$ cat src/rtl/lfsr_pkg.sv
// rtl/lfsr_pkg.sv - LFSR mode constants and maximal-length tap table
package lfsr_pkg;

    typedef enum logic {
        LFSR_FIB = 1'b0,
        LFSR_GAL = 1'b1
    } lfsr_mode_e;

    localparam int unsigned LFSR_MIN_WIDTH = 3;
    localparam int unsigned LFSR_MAX_WIDTH = 32;

    // Fibonacci mask sets bit k-1 for each term x^k of a primitive polynomial;
    // the Galois mask for the same polynomial is that shifted up one plus x^0.
    function automatic logic [31:0] lfsr_max_taps(input int unsigned width, input lfsr_mode_e mode);
        logic [31:0] fib;
        logic [31:0] mask;
        case (width)
            3:       fib = 32'h0000_0006;
            4:       fib = 32'h0000_000C;
            5:       fib = 32'h0000_0014;
            6:       fib = 32'h0000_0030;
            7:       fib = 32'h0000_0060;
            8:       fib = 32'h0000_00B8;
            9:       fib = 32'h0000_0110;
            10:      fib = 32'h0000_0240;
            11:      fib = 32'h0000_0500;
            12:      fib = 32'h0000_0829;
            13:      fib = 32'h0000_100D;
            14:      fib = 32'h0000_2015;
            15:      fib = 32'h0000_6000;
            16:      fib = 32'h0000_D008;
            17:      fib = 32'h0001_2000;
            18:      fib = 32'h0002_0400;
            19:      fib = 32'h0004_0023;
            20:      fib = 32'h0009_0000;
            21:      fib = 32'h0014_0000;
            22:      fib = 32'h0030_0000;
            23:      fib = 32'h0042_0000;
            24:      fib = 32'h00E1_0000;
            25:      fib = 32'h0120_0000;
            26:      fib = 32'h0200_0023;
            27:      fib = 32'h0400_0013;
            28:      fib = 32'h0900_0000;
            29:      fib = 32'h1400_0000;
            30:      fib = 32'h2000_0029;
            31:      fib = 32'h4800_0000;
            32:      fib = 32'h8020_0003;
            default: fib = 32'h0000_0000;
        endcase
        mask = (width >= 32) ? 32'hFFFF_FFFF : ((32'd1 << width) - 32'd1);
        if (mode == LFSR_GAL) begin
            return ((fib << 1) | 32'd1) & mask;
        end
        return fib;
    endfunction

endpackage

$ cat src/rtl/lfsr_next_state.sv
// rtl/lfsr_next_state.sv - combinational LFSR successor for Fibonacci or Galois form
module lfsr_next_state
    import lfsr_pkg::*;
#(
    parameter int unsigned      WIDTH = 4,
    parameter logic [WIDTH-1:0] TAPS  = WIDTH'(4'b1100)
) (
    input  logic [WIDTH-1:0] q,
    input  lfsr_mode_e       mode,
    output logic [WIDTH-1:0] q_next
);

    logic             fib_fb;
    logic [WIDTH-1:0] fib_next;
    logic [WIDTH-1:0] gal_next;

    always_comb begin
        fib_fb   = ^(q & TAPS);
        fib_next = {q[WIDTH-2:0], fib_fb};
        gal_next = {q[WIDTH-2:0], 1'b0} ^ ({WIDTH{q[WIDTH-1]}} & TAPS);
        q_next   = (mode == LFSR_GAL) ? gal_next : fib_next;
    end

endmodule

$ cat src/rtl/lfsr_gen.sv
// rtl/lfsr_gen.sv - parametrised LFSR generator with seed load, lockup recovery and period measurement
module lfsr_gen
    import lfsr_pkg::*;
#(
    parameter int unsigned      WIDTH  = 4,
    parameter logic [WIDTH-1:0] TAPS   = WIDTH'(4'b1100),
    parameter bit               GALOIS = 1'b0,
    parameter logic [WIDTH-1:0] SEED   = WIDTH'(1)
) (
    input  logic             clk,
    input  logic             rst,
    input  logic             en,
    input  logic             load,
    input  logic [WIDTH-1:0] seed_in,
    output logic [WIDTH-1:0] q,
    output logic             bit_out,
    output logic             wrap,
    output logic [WIDTH-1:0] period,
    output logic             lock_err
);

    if (SEED == '0) begin : g_seed_chk
        $error("lfsr_gen: SEED must be nonzero");
    end
    if (WIDTH < LFSR_MIN_WIDTH || WIDTH > LFSR_MAX_WIDTH) begin : g_width_chk
        $error("lfsr_gen: WIDTH out of range");
    end

    logic [WIDTH-1:0] q_q, q_d;
    logic [WIDTH-1:0] start_q, start_d;
    logic [WIDTH-1:0] cnt_q, cnt_d;
    logic [WIDTH-1:0] period_q, period_d;
    logic             wrap_q, wrap_d;
    logic             lock_err_q, lock_err_d;
    logic [WIDTH-1:0] step_q;

    lfsr_next_state #(
        .WIDTH (WIDTH),
        .TAPS  (TAPS)
    ) u_next (
        .q      (q_q),
        .mode   (lfsr_mode_e'(GALOIS)),
        .q_next (step_q)
    );

    always_comb begin
        q_d        = q_q;
        start_d    = start_q;
        cnt_d      = cnt_q;
        period_d   = period_q;
        wrap_d     = 1'b0;
        lock_err_d = 1'b0;
        if (load) begin
            cnt_d = '0;
            if (seed_in != '0) begin
                q_d     = seed_in;
                start_d = seed_in;
            end else begin
                q_d        = SEED;
                start_d    = SEED;
                lock_err_d = 1'b1;
            end
        end else if (en) begin
            // All-zero state is a fixed point of both forms, so recover instead of stepping.
            if (q_q == '0) begin
                q_d        = SEED;
                start_d    = SEED;
                cnt_d      = '0;
                lock_err_d = 1'b1;
            end else begin
                q_d = step_q;
                if (step_q == start_q) begin
                    period_d = cnt_q + WIDTH'(1);
                    cnt_d    = '0;
                    wrap_d   = 1'b1;
                end else begin
                    cnt_d = cnt_q + WIDTH'(1);
                end
            end
        end
    end

    always_ff @(posedge clk) begin
        if (rst) begin
            q_q        <= SEED;
            start_q    <= SEED;
            cnt_q      <= '0;
            period_q   <= '0;
            wrap_q     <= 1'b0;
            lock_err_q <= 1'b0;
        end else begin
            q_q        <= q_d;
            start_q    <= start_d;
            cnt_q      <= cnt_d;
            period_q   <= period_d;
            wrap_q     <= wrap_d;
            lock_err_q <= lock_err_d;
        end
    end

    assign q        = q_q;
    assign bit_out  = q_q[WIDTH-1];
    assign wrap     = wrap_q;
    assign period   = period_q;
    assign lock_err = lock_err_q;

endmodule
$ cat config.mk
export PLATFORM = sky130hd
export DESIGN_NAME = lfsr_gen
export DESIGN_NICKNAME = d
export VERILOG_FILES = /design/src/rtl/lfsr_pkg.sv /design/src/rtl/lfsr_next_state.sv /design/src/rtl/lfsr_gen.sv
export SDC_FILE = /design/constraint.sdc
export NUM_CORES = 1
export LEC_CHECK = 0
export ABC_AREA = 1
export CORE_UTILIZATION = 49
export CTS_BUF_LIST = sky130_fd_sc_hd__clkbuf_16
export DETAILED_ROUTE_END_ITERATION = 7
export HOLD_SLACK_MARGIN = 0.1
export PLACE_DENSITY = 0.77
export SYNTH_ARGS = -nofsm -noshare
export SYNTH_HDL_FRONTEND = slang
export SYNTH_SLANG_ARGS = --single-unit
$ cat constraint.sdc
create_clock -name clk -period 1.8 [get_ports clk]
set_clock_uncertainty 0.2 [all_clocks]
set_input_delay 0.36 -clock clk [delete_from_list [all_inputs] [get_ports clk]]
set_output_delay 0.36 -clock clk [all_outputs]
set_load 0.03 [all_outputs]
==> run_results.csv <==
group,metric,value,unit
power_and_ir_drop,power_density,867,mW/mm^2
timing,setup_violations,0,
logic_synthesis,syn_inst,134,
logic_synthesis,synth_nets,144,
logic_synthesis,ys_seq_area_frac,0.395,
cells_and_area,syn2layout_area_growth,33.5,%
setup_path,crit_path_end_kind,"output port",
floorplan,initial_utilization,0.528,
clock_tree,clk_pin_slew,0.05,ns
logic_synthesis,syn_area,912,um^2
setup_path,cp.buffers_inverters,1,
setup_path,startpoint_type,"flip-flop",
cells_and_area,nNetsFinal,169,
clock_tree,numCtsBuffers,3,
power_and_ir_drop,peakVddDrop,0.000583,V
clock_tree,clockRootBuffer,"clkbuf_16",
setup_path,cp_slowest_stage_delay,0.66,ns
logic_synthesis,avgSynthCellArea,6.81,um^2
routing,drtPass1Iterations,4,
clock_tree,cts_max_path_buffers,2,
cells_and_area,n_antenna_cell,0,
routing,drc,0,
run_status,run_status,"finished clean",
setup_path,criticalPathCategory,"reg2out",
logic_synthesis,ys.flop_type,"dfxtp_1",
timing,whs,0.270,ns
global_route,globalRouteOverflowTotal,0,
logic_synthesis,yosysTopAreaCell,"dfxtp_1",
global_route,track_usage,0.214,
timing,timing_hold_violations_final,0,
cells_and_area,fillerInstances,162,
placement,hpwl,1.52,mm
setup_path,critPathTopFamily,"buffers and inverters",
logic_synthesis,synth_top_area_frac,0.395,
logic_synthesis,netlist_top_cells_count,"40 x nand2_1, 18 x dfxtp_1, 14 x inv_1",
timing,tightest_slew,0.316,ns
placement,port_buffers,18,
floorplan,num_rows,15,
timing,maxSlewHeadroom,0.789,
timing,rsz0062_at_grt,"yes",
clock_tree,post_cts_buffers,0,
worst_hold_path,hold_class,"reg2reg",
logic_synthesis,async_reset_ff_frac,0,
floorplan,die_x,45.1,um
setup_path,crit_start,"wrap",
timing,period_share,0.982,
global_route,grt_pass1_vias,732,
logic_synthesis,yosysMostFrequentCell,"nand2_1",
routing,routedWlPerCell,10.5,um
floorplan,ioPinCount,19,
floorplan,die_area,0.00204,mm^2
global_route,grt_pass1_wl,3.07,mm
setup_path,path_cells,"clkdlybuf4s50_1",
timing,min_period,1.77,ns
floorplan,die_height,45.1,um
setup_path,crit_required,1.24,ns
timing,clock.fmax,566,MHz
worst_hold_path,min_from,"start_q[3]",
clock_tree,worstSkewPairLatency,0.25,ns
setup_path,critical_path_peak_fanout,1,
routing,drt.antenna.violating_nets,0,
logic_synthesis,yosys_warnings,0,
clock_tree,cts_max_level,1,
cells_and_area,finish.instance_area,0.00122,mm^2
logic_synthesis,synth_edf_count,0,
clock_tree,clock-sinks,18,
setup_path,cp.arrival,1.21,ns
timing,slew_viol_final,0,
global_route,grt_antenna_before_repair,0,
cells_and_area,drive_above_1_share,0.140,
routing,vias,896,
routing,drtIter0Drc,18,
flow_run,cap_violations,0,
routing,vias_per_cell,4.92,
placement,place.gp.congestion,0.802,
setup_path,cp_slowest_cell,"clkdlybuf4s50_1",
routing,wl,1.91,mm
global_route,grt_max_degree,10,
setup_path,rr_startpoint,"q[2]",
clock_tree,cts_tree,"yes",
placement,placed_area,0.00115,mm^2
power_and_ir_drop,p_leak,0.596,nW
logic_synthesis,synthTopCellsByArea,"dfxtp_1 40%, nand2_1 16%, inv_1 5.8%, nor2_1 5.3%, a21oi_1 4.9%",
floorplan,core,0.00173,mm^2
logic_synthesis,synthDistinctLibCells,22,
logic_synthesis,synth-seq-cells,18,
-- metal layers --
layer | track usage | wire (um)
met1 | 0.282 | 920
met2 | 0.328 | 875
met3 | 0.0480 | 77
met4 | 0.109 | 40
met5 | 0 | 0
-- what timing repair did --
action	in CTS	in global routing
hold buffers	0	0
pin swaps	0	1
resized for setup	8	3
setup endpoints to repair	8	6
-- final timing paths --
path	endpoint	slack, ns	cells after the start
worst max register to register	period[3]	0.14	10
worst max-delay path	wrap	0.03	1
worst min-delay path	start_q[3]	0.27	2
worst min register to register	start_q[3]	0.27	2
-- cell families (layout without fill, tap and decap cells) --
family / Yosys count / count (layout) / synth area share
XOR/XNOR: 1 / 1 / 0.00960
buffers and inverters: 22 / 45 / 0.0960
AO/OA/AOI/OAI: 17 / 17 / 0.0988
AND/OR/NAND/NOR: 74 / 74 / 0.373
adder cells (fa/ha/maj): 2 / 2 / 0.0274
flip-flops: 18 / 18 / 0.395
-- cell usage in the layout (no fill, tap or decap), types with 2 or more instances in the layout --
cell             count
inv_2                5
nand4_1              5
nand2_1             40
buf_4                5
nor2_4               3
o21ai_0              6
nor2_2               2
dfxtp_1             16
inv_1               14
ha_1                 2
nand3_1              7
nor2_1              13
clkdlybuf4s50_1      8
clkbuf_16            3
dfxtp_2              2
dlymetal6s2s_1       2
a21oi_1              9
dlygate4sd2_1        8
-- state kept, by name (all words and copies together), names as in the netlist --
| signal | cells |
|---|---|
| cnt_q | 4 |
| period | 4 |
| q | 4 |
| start_q | 4 |
| lock_err | 1 |
| wrap | 1 |
-- metrics by stage --
stage | setup WS, ns | total power, mW | cells | setup TNS [ns] | utilization
5_1_grt | -0.00999 | 1.10 | 182 | -0.00999 | 0.705
6_report | 0.0331 | 1.06 | 182 | 0 | 0.705
3_5_place_dp | -0.0630 | 0.637 | 179 | -0.199 | 0.664
4_1_cts | 0.00405 | 1.06 | 182 | 0 | 0.701
3_3_place_gp | -0.0527 | 0.633 | 179 | -0.193 | 0.664
2_1_floorplan | 0.00354 | 0.568 | 134 | 0 | -
-- power by group --
part,leakage (nW),switching [mW],internal (mW)
registers,0.148,0.0159,0.418
logic,0.411,0.118,0.0718
clock network,0.0370,0.139,0.292
-- area by class of cell --
| class | instances | area, um^2 | share of cell area |
|---|---|---|---|
| Timing Repair Buffer | 23 | 213 | 0.175 |
| Multi-Input combinational cell | 94 | 464 | 0.381 |
| Tap cell | 25 | 31.3 | 0.0257 |
| Sequential cell | 18 | 363 | 0.298 |
| Clock buffer | 3 | 75.1 | 0.0617 |
| Inverter | 19 | 71.3 | 0.0586 |
No activity file was read; power rests on OpenSTA's default activity.
